--- src/rtl/rf_write_arbiter.sv ---
// Round-robin arbiter for the register-file write port, with one registered
// output stage and a sequenced full-file clear.
module rf_write_arbiter #(
    parameter int DATA_WIDTH = 32,
    parameter int ADDR_WIDTH = 5,
    parameter bit R0_PROTECT = 1'b1
) (
    input  logic                  CLK,
    input  logic                  RESET,
    input  logic                  REQ0_VALID,
    input  logic [ADDR_WIDTH-1:0] REQ0_ADDR,
    input  logic [DATA_WIDTH-1:0] REQ0_DATA,
    output logic                  REQ0_READY,
    input  logic                  REQ1_VALID,
    input  logic [ADDR_WIDTH-1:0] REQ1_ADDR,
    input  logic [DATA_WIDTH-1:0] REQ1_DATA,
    output logic                  REQ1_READY,
    input  logic                  STALL,
    input  logic                  CLR_REQ,
    output logic                  RF_WE,
    output logic [ADDR_WIDTH-1:0] RF_WADDR,
    output logic [DATA_WIDTH-1:0] RF_WDATA,
    output logic                  GRANT_ID,
    output logic                  BUSY,
    output logic                  CLR_DONE
);

    typedef enum logic [0:0] {
        ST_RUN   = 1'b0,
        ST_CLEAR = 1'b1
    } state_t;

    localparam logic [ADDR_WIDTH-1:0] ZERO_ADDR = '0;
    localparam logic [ADDR_WIDTH-1:0] LAST_ADDR = '1;
    localparam logic [ADDR_WIDTH-1:0] ONE_ADDR  = ADDR_WIDTH'(1);
    localparam logic [DATA_WIDTH-1:0] ZERO_DATA = '0;

    state_t                  state_q, state_d;
    logic                    pend_q, pend_d;
    logic [ADDR_WIDTH-1:0]   cnt_q, cnt_d;
    logic                    prio_q, prio_d;
    logic                    rf_we_q, rf_we_d;
    logic [ADDR_WIDTH-1:0]   rf_waddr_q, rf_waddr_d;
    logic [DATA_WIDTH-1:0]   rf_wdata_q, rf_wdata_d;
    logic                    grant_q, grant_d;
    logic                    clr_done_q, clr_done_d;
    logic                    busy_q, busy_d;

    logic                    stage_free_s;
    logic                    stage_consumed_s;
    logic                    accept_ok_s;
    logic                    req0_ready_s;
    logic                    req1_ready_s;
    logic [ADDR_WIDTH-1:0]   sel_addr_s;
    logic [DATA_WIDTH-1:0]   sel_data_s;

    assign stage_free_s     = ~rf_we_q | ~STALL;
    assign stage_consumed_s = rf_we_q & ~STALL;
    // READY is forced low while RESET is asserted so nothing handshakes during reset.
    assign accept_ok_s      = RESET & (state_q == ST_RUN) & ~pend_q & stage_free_s;
    assign req0_ready_s     = accept_ok_s & REQ0_VALID & (~REQ1_VALID | (prio_q == 1'b0));
    assign req1_ready_s     = accept_ok_s & REQ1_VALID & (~REQ0_VALID | (prio_q == 1'b1));
    assign sel_addr_s       = req1_ready_s ? REQ1_ADDR : REQ0_ADDR;
    assign sel_data_s       = req1_ready_s ? REQ1_DATA : REQ0_DATA;

    // State register and all sequential datapath state.
    always_ff @(posedge CLK) begin
        if (!RESET) begin
            state_q    <= ST_RUN;
            pend_q     <= 1'b0;
            cnt_q      <= ZERO_ADDR;
            prio_q     <= 1'b0;
            rf_we_q    <= 1'b0;
            rf_waddr_q <= ZERO_ADDR;
            rf_wdata_q <= ZERO_DATA;
            grant_q    <= 1'b0;
            clr_done_q <= 1'b0;
            busy_q     <= 1'b0;
        end else begin
            state_q    <= state_d;
            pend_q     <= pend_d;
            cnt_q      <= cnt_d;
            prio_q     <= prio_d;
            rf_we_q    <= rf_we_d;
            rf_waddr_q <= rf_waddr_d;
            rf_wdata_q <= rf_wdata_d;
            grant_q    <= grant_d;
            clr_done_q <= clr_done_d;
            busy_q     <= busy_d;
        end
    end

    // Next-state: clear request capture, entry into CLEAR once the stage drains, clear counter.
    always_comb begin
        state_d = state_q;
        pend_d  = pend_q;
        cnt_d   = cnt_q;
        case (state_q)
            ST_RUN: begin
                if (pend_q) begin
                    if (stage_free_s) begin
                        state_d = ST_CLEAR;
                        pend_d  = 1'b0;
                        cnt_d   = ZERO_ADDR;
                    end else begin
                        state_d = ST_RUN;
                    end
                end else if (CLR_REQ) begin
                    pend_d = 1'b1;
                end else begin
                    pend_d = 1'b0;
                end
            end
            ST_CLEAR: begin
                // cnt_q tracks the address held in the stage; advance only when it is consumed.
                if (stage_consumed_s) begin
                    if (cnt_q == LAST_ADDR) begin
                        state_d = ST_RUN;
                    end else begin
                        cnt_d = cnt_q + ONE_ADDR;
                    end
                end else begin
                    cnt_d = cnt_q;
                end
            end
            default: begin
                state_d = ST_RUN;
                pend_d  = 1'b0;
                cnt_d   = ZERO_ADDR;
            end
        endcase
    end

    // Output stage load: accepted request in RUN, zero writes in CLEAR, hold on stall.
    always_comb begin
        prio_d     = prio_q;
        rf_we_d    = rf_we_q;
        rf_waddr_d = rf_waddr_q;
        rf_wdata_d = rf_wdata_q;
        grant_d    = grant_q;
        clr_done_d = 1'b0;
        case (state_q)
            ST_RUN: begin
                if (req0_ready_s | req1_ready_s) begin
                    prio_d     = ~req1_ready_s;
                    rf_waddr_d = sel_addr_s;
                    rf_wdata_d = sel_data_s;
                    grant_d    = req1_ready_s;
                    rf_we_d    = ~(R0_PROTECT && (sel_addr_s == ZERO_ADDR));
                end else if (stage_consumed_s) begin
                    rf_we_d = 1'b0;
                end else begin
                    rf_we_d = rf_we_q;
                end
            end
            ST_CLEAR: begin
                if (stage_free_s) begin
                    if (stage_consumed_s && (cnt_q == LAST_ADDR)) begin
                        rf_we_d    = 1'b0;
                        clr_done_d = 1'b1;
                    end else begin
                        rf_we_d    = 1'b1;
                        rf_waddr_d = cnt_d;
                        rf_wdata_d = ZERO_DATA;
                        grant_d    = 1'b0;
                    end
                end else begin
                    rf_we_d = rf_we_q;
                end
            end
            default: begin
                rf_we_d = 1'b0;
            end
        endcase
        busy_d = pend_d | (state_d == ST_CLEAR);
    end

    assign REQ0_READY = req0_ready_s;
    assign REQ1_READY = req1_ready_s;
    assign RF_WE      = rf_we_q;
    assign RF_WADDR   = rf_waddr_q;
    assign RF_WDATA   = rf_wdata_q;
    assign GRANT_ID   = grant_q;
    assign BUSY       = busy_q;
    assign CLR_DONE   = clr_done_q;

endmodule

--- config.mk ---
export PLATFORM = sky130hd
export DESIGN_NAME = rf_write_arbiter
export DESIGN_NICKNAME = d
export VERILOG_FILES = /design/src/rtl/rf_write_arbiter.sv
export SDC_FILE = /design/constraint.sdc
export NUM_CORES = 1
export LEC_CHECK = 0
export BUFFER_PORTS_ARGS = -buffer_cell sky130_fd_sc_hd__buf_2
export CORE_UTILIZATION = 30
export CTS_CLUSTER_SIZE = 10
export DETAILED_ROUTE_END_ITERATION = 8
export RECOVER_POWER = 50
export SLEW_MARGIN = 10
export SYNTH_ARGS = -nofsm -noshare
export SYNTH_HDL_FRONTEND = slang
export SYNTH_SLANG_ARGS = --single-unit
--- constraint.sdc ---
create_clock -name CLK -period 3.57 [get_ports CLK]
set_input_delay 0.714 -clock CLK [delete_from_list [all_inputs] [get_ports CLK]]
set_output_delay 0.714 -clock CLK [all_outputs]
set_load 0.005 [all_outputs]
==> results.sh, run 1 <==
export IMPL_rsz0062_at_grt="no"
export IMPL_whs_path_depth=1
export IMPL_synth_seq_area_share_pct=43.4
export IMPL_finalMaxSlewViolations=0
export IMPL_period_share_pct=71.4
export IMPL_ys_seq_elements=49
export IMPL_critPathLaunchType="input port"
export IMPL_grt_max_degree=34
export IMPL_track_usage_pct=13.6
export IMPL_grt_pass1_vias=1851
export IMPL_fmax_ghz=0.392
export IMPL_synth_area_um2=2260
export IMPL_powerDensity_nw_per_um2=390
export IMPL_path_class="input port to primary output"
export IMPL_layout_common_cells="buf_2 (95), dfxtp_1 (49), mux2i_1 (39)"
export IMPL_cts_buffers=5
export IMPL_worstRegToRegCells=7
export IMPL_syn_inst=216
export IMPL_syn_mean_instance_area_um2=10.5
export IMPL_cts_tree="built"
export IMPL_path_cells="buf_2 -> inv_1 -> or3_1 -> nor2_1 -> nand2_1 -> a21oi_1 -> buf_2"
export IMPL_ys_types=38
export IMPL_p_int_mw=0.834
export IMPL_diodes=0
export IMPL_cts_resized=0
export IMPL_holdBufCountCts=0
export IMPL_slew_headroom_pct=57.7
export IMPL_syn_num_nets=297
export IMPL_ys_warn_count=0
export IMPL_antenna_found_initial=0
export IMPL_dp_final_hpwl_um=4160
export IMPL_p_clk_share_pct=26.4
export IMPL_path_max_fanout=12
export IMPL_clockBufferDepth=2
export IMPL_cts_root_buffer="clkbuf_8"
export IMPL_finalCoreUtilization_pct=40.6
export IMPL_hold_violations=0
export IMPL_post_cts_buffers=0
export IMPL_routabilityCongestion=0.764
export IMPL_vdd_drop_max_mv=0.138
export IMPL_clk_pin_slew_ns=0.08
export IMPL_ys_flop_type="dfxtp_1"
export IMPL_p_leak_nw=1.46
export IMPL_final_common_cell="buf_2"
export IMPL_vias_per_cell=4.74
export IMPL_first_pass_iters=4
export IMPL_combinationalPowerShare_pct=19.9
export IMPL_period_needed_ns=2.55
export IMPL_crit_path_max_incr_delay_ns=0.37
export IMPL_worst_pin_slew_ns=0.634
export IMPL_clock_sinks=49
export IMPL_async_flop_share_pct=0
export IMPL_seqPwrFrac_pct=53.7
export IMPL_drc=0
export IMPL_p_switching_mw=0.316
export IMPL_syn_to_final_growth_pct=30.3
export IMPL_arrival_ns=1.84
export IMPL_drt_iter0_markers=41
export IMPL_critPathRequiredTime_ns=2.86
export IMPL_final_nets=413
export IMPL_setup_viol=0
export IMPL_end_kind="primary output"
export IMPL_wl_per_cell_um=12.6
export IMPL_wl_um=5440
export IMPL_setup_tns_final_ns=0
export IMPL_hp_class="flop to flop"
export IMPL_vias=2049
export IMPL_rows=31
export IMPL_finClkSkew_ns=0.00481
export IMPL_dieArea_um2=7880
export IMPL_synth_edf_count=0
export IMPL_netSwitchingFraction_pct=27.5
export IMPL_io_pins=123
export IMPL_cpMostUsedCell="buf_2"
export IMPL_io_buffers=122
export IMPL_drv_cap=0
export IMPL_start_util_pct=31.2
export IMPL_die_x_um=88.8
export IMPL_grt_ovfl_total=0
export IMPL_status="finished, final reports clean"
export IMPL_htreeDepth=2
export IMPL_die_y_um=88.8
export IMPL_cp_slowest_cell="or3_1"
export IMPL_grt_pass1_wl_um=8250
export IMPL_drtAntennaViolNets=0
export IMPL_clk_latency_ns=0.29
export IMPL_drive_above_1_share_pct=33.0
export IMPL_coreArea_um2=7250
## final cells by class
| cell class | instances | area [um2] |
|---|---|---|
| fillers | 765 | 4310 |
| multi-input cells | 148 | 1150 |
| flip-flops and latches | 49 | 981 |
| repair buffers | 124 | 592 |
| well taps | 99 | 124 |
| clock buffers | 6 | 72.6 |
| inverters | 4 | 15.0 |
| clock inverters | 2 | 10.0 |
## flip-flops by register name (all words and copies together), names as in the netlist
name,cells
GRANT_ID,1
cnt_q,5
state_q,1
pend_q,1
RF_WE,1
RF_WDATA,32
CLR_DONE,1
BUSY,1
RF_WADDR,5
prio_q,1
## logic make-up after synthesis
kind of cell | count (synthesis) | share of synthesized area [%]
AO/OA/AOI/OAI | 66 | 22.9
adder cells (fa/ha/maj) | 1 | 0.554
buffers and inverters | 19 | 5.98
flip-flops | 49 | 43.4
multiplexers | 40 | 17.8
AND/OR/NAND/NOR | 41 | 9.41
## per-layer routing
metal  routed length, um  up-vias  track usage, %  share of wire (%)
li1                    -     1049               -                  -
met1                2470      920            16.0                 45
met2                2530       75            24.3                 46
met3                 398        5            3.73                7.3
met4                  48        0            3.52               0.88
met5                   0        -               0                  0
## worst max-delay path, delay by kind of cell
family,cells,cell delay (ns)
compound gates,1,0.10
buf+inv,3,0.41
simple gates,3,0.61
## final timing paths
path | startpoint | endpoint | slack [ns]
worst max-delay path | RESET | REQ0_READY | 1.02
worst min-delay path | RF_WDATA[3] | RF_WDATA[3] | 0.46
worst max register to register | cnt_q[1] | RF_WDATA[21] | 1.15
worst min register to register | RF_WDATA[3] | RF_WDATA[3] | 0.46
## cells in the mapped netlist, types with 2 or more instances
cell type	instances	area share, %
a21oi_1	10	2.2
a22o_1	5	1.9
a311oi_1	2	0.78
and2_1	3	0.83
buf_2	3	0.66
buf_4	4	1.3
buf_6	6	3.0
clkbuf_1	2	0.33
dfxtp_1	49	43
inv_1	4	0.66
mux2i_1	39	17
nand2_1	11	1.8
nand2b_1	2	0.55
nand3_1	3	0.66
nand4_1	2	0.55
nor2_1	9	1.5
nor3_1	3	0.66
o21ai_0	8	1.8
o2bb2ai_1	30	12
o2bb2ai_2	2	1.3
or3_1	2	0.55
## power by group through the flow
| stage | Sequential [mW] | Combinational (mW) | Clock, mW |
|---|---|---|---|
| 2_1_floorplan | 0.626 | 0.141 | 0 |
| 3_3_place_gp | 0.631 | 0.235 | 0 |
| 3_5_place_dp | 0.629 | 0.240 | 0 |
| 4_1_cts | 0.617 | 0.240 | 0.322 |
| 5_1_grt | 0.624 | 0.258 | 0.343 |
| 6_report | 0.618 | 0.229 | 0.303 |
## stage by stage
stage          std cells  setup WS [ns]  cell area (um2)  hold WS (ns)  total power [mW]
2_1_floorplan        216           1.31             2260         0.456             0.768
3_3_place_gp         424          0.997             2900         0.441             0.866
3_5_place_dp         424          0.871             2900         0.441             0.869
4_1_cts              432          0.998             2980         0.467              1.18
5_1_grt              432          0.831             2950         0.483              1.22
6_report             432           1.02             2950         0.464              1.15
Note: power is estimated with default switching activity, not from simulation.
==> inputs of run 2 (changes only) <==
==> constraint.sdc (replaced) <==
create_clock -name CLK -period 2.28 [get_ports CLK]
set_input_delay 0.456 -clock CLK [delete_from_list [all_inputs] [get_ports CLK]]
set_output_delay 0.456 -clock CLK [all_outputs]
set_load 0.005 [all_outputs]
==> run 2 against run 1 <==
Via count increased by 1.8%. Cell count increased by 1.2%. Sequential share of layout area decreased by 0.98 points. Sequential power increased by 56%. Worst hold slack got worse by 0.028 ns. Global-route usage increased by 0.12 points. Setup slack got worse by 0.78 ns. Clock power increased by 140%.
==> results.sh, run 2 (synthesized netlist as in run 1, its figures left out) <==
export IMPL_status="finished, final reports clean"
export IMPL_rows=31
export IMPL_clock_sinks=49
export IMPL_worstRegToRegCells=6
export IMPL_grt_util_met1_pct=16.1
export IMPL_cts_root_buffer="clkbuf_8"
export IMPL_diodes=0
export IMPL_htreeDepth=2
export IMPL_wl_um=5680
export IMPL_top_usage_layer="met2"
export IMPL_min_from="REQ1_DATA[2]"
export IMPL_final_nets=418
export IMPL_cts_buffers=5
export IMPL_dp_final_hpwl_um=4320
export IMPL_grt_max_degree=32
export IMPL_antenna_found_initial=0
export IMPL_coreArea_um2=7250
export IMPL_first_pass_iters=4
export IMPL_setup_tns_final_ns=0
export IMPL_path_class="flop to primary output"
export IMPL_routabilityCongestion=0.814
export IMPL_post_cts_buffers=0
export IMPL_largest_reg_flops=32
export IMPL_start_util_pct=31.2
export IMPL_vias=2086
export IMPL_critPathRequiredTime_ns=1.82
export IMPL_rsz0062_at_grt="no"
export IMPL_io_buffers=122
export IMPL_syn_to_final_growth_pct=34.3
export IMPL_io_pins=123
export IMPL_drv_cap=0
export IMPL_track_usage_pct=13.7
export IMPL_cts_resized=0
export IMPL_drc=0
export IMPL_met3_usage_pct=2.61
export IMPL_hold_violations=0
export IMPL_r2r_end="RF_WADDR[0]"
export IMPL_arrival_ns=1.59
export IMPL_path_max_fanout=10
export IMPL_setup_viol=0
export IMPL_layout_common_cells="buf_2 (93), dfxtp_1 (49), mux2i_1 (39)"
export IMPL_period_needed_ns=2.04
export IMPL_period_share_pct=89.5
export IMPL_hold_ws_ns=0.435
export IMPL_finClkSkew_ns=0.00685
export IMPL_worst_pin_slew_ns=0.568
export IMPL_clockBufferDepth=2
export IMPL_vdd_drop_max_mv=0.326
export IMPL_multi_input_area_um2=1150
export IMPL_die_y_um=88.8
export IMPL_end_kind="primary output"
export IMPL_whs_path_depth=3
export IMPL_die_x_um=88.8
export IMPL_drt_iter0_markers=65
export IMPL_drive_above_1_share_pct=33.4
export IMPL_fmax_ghz=0.490
export IMPL_vias_per_cell=4.77
export IMPL_clk_latency_ns=0.30
export IMPL_finalMaxSlewViolations=0
export IMPL_fillerInstances=789
export IMPL_critPathLaunchType="flop"
export IMPL_worstHoldEndpoint="RF_WDATA[2]"
export IMPL_dieArea_um2=7880
export IMPL_cts_tree="built"
export IMPL_grt_pass1_wl_um=8340
export IMPL_grt_met2_usage_pct=24.5
export IMPL_rrSetupSlack_ns=0.25
export IMPL_final_common_cell="buf_2"
export IMPL_powerDensity_nw_per_um2=685
export IMPL_drtAntennaViolNets=0
export IMPL_holdBufCountCts=0
export IMPL_seqCellArea_um2=981
export IMPL_grt_ovfl_total=0
export IMPL_slew_headroom_pct=61.9
export IMPL_clk_pin_slew_ns=0.10
export IMPL_hp_class="input port to flop"
export IMPL_wl_per_cell_um=13.0
export IMPL_p_leak_nw=1.49
export IMPL_regToRegStartpoint="cnt_q[0]"
export IMPL_grt_pass1_vias=1870
==> run 2: critical path, cell delays in order (launching register included) <==
cell     delay, ns
dfxtp_1       0.39
nor3b_1       0.36
nand4_4       0.26
inv_1         0.13
buf_2         0.14
==> run 2: through the flow <==
stage,cells,instance area (um2),utilization [%],total power [mW],setup WS (ns)
floorplan,216,2260,-,1.20,0.536
global placement,429,2940,40.5,1.37,0.279
detailed placement,429,2940,40.5,1.37,0.228
CTS,437,3070,42.4,2.12,0.216
global route,437,3030,41.8,2.20,0.0857
finish,437,3030,41.8,2.08,0.239
==> run 2: routing by layer <==
metal | wire (um) | vias up
li1 | - | 1062
met1 | 2570 | 940
met2 | 2680 | 78
met3 | 357 | 6
met4 | 65 | 0
met5 | 0 | -
==> run 2: worst max-delay path by stage <==
stage | start | end | slack [ns] | cells past startpoint
after global placement | RESET | RF_WDATA[17] | 0.28 | 6
after CTS | pend_q | REQ1_READY | 0.22 | 4
final | pend_q | REQ1_READY | 0.24 | 4
after global routing | pend_q | REQ0_READY | 0.09 | 5
after floorplan | RESET | REQ1_READY | 0.54 | 5
after detailed placement | RESET | RF_WDATA[18] | 0.23 | 6
==> run 2: power breakdown <==
| part | internal, mW | leakage [nW] | switching, mW |
|---|---|---|---|
| Clock | 0.442 | 0.0687 | 0.297 |
| Combinational | 0.181 | 1.03 | 0.197 |
| Sequential | 0.920 | 0.400 | 0.0406 |
| Total | 1.54 | 1.49 | 0.535 |
==> run 2: final cells by class <==
cell class / count / share of cell area (%)
flip-flops and latches: 49 / 32.3
multi-input cells: 148 / 37.9
clock buffers: 5 / 2.27
well taps: 99 / 4.08
clock inverters: 3 / 2.27
inverters: 4 / 0.495
repair buffers: 129 / 20.7
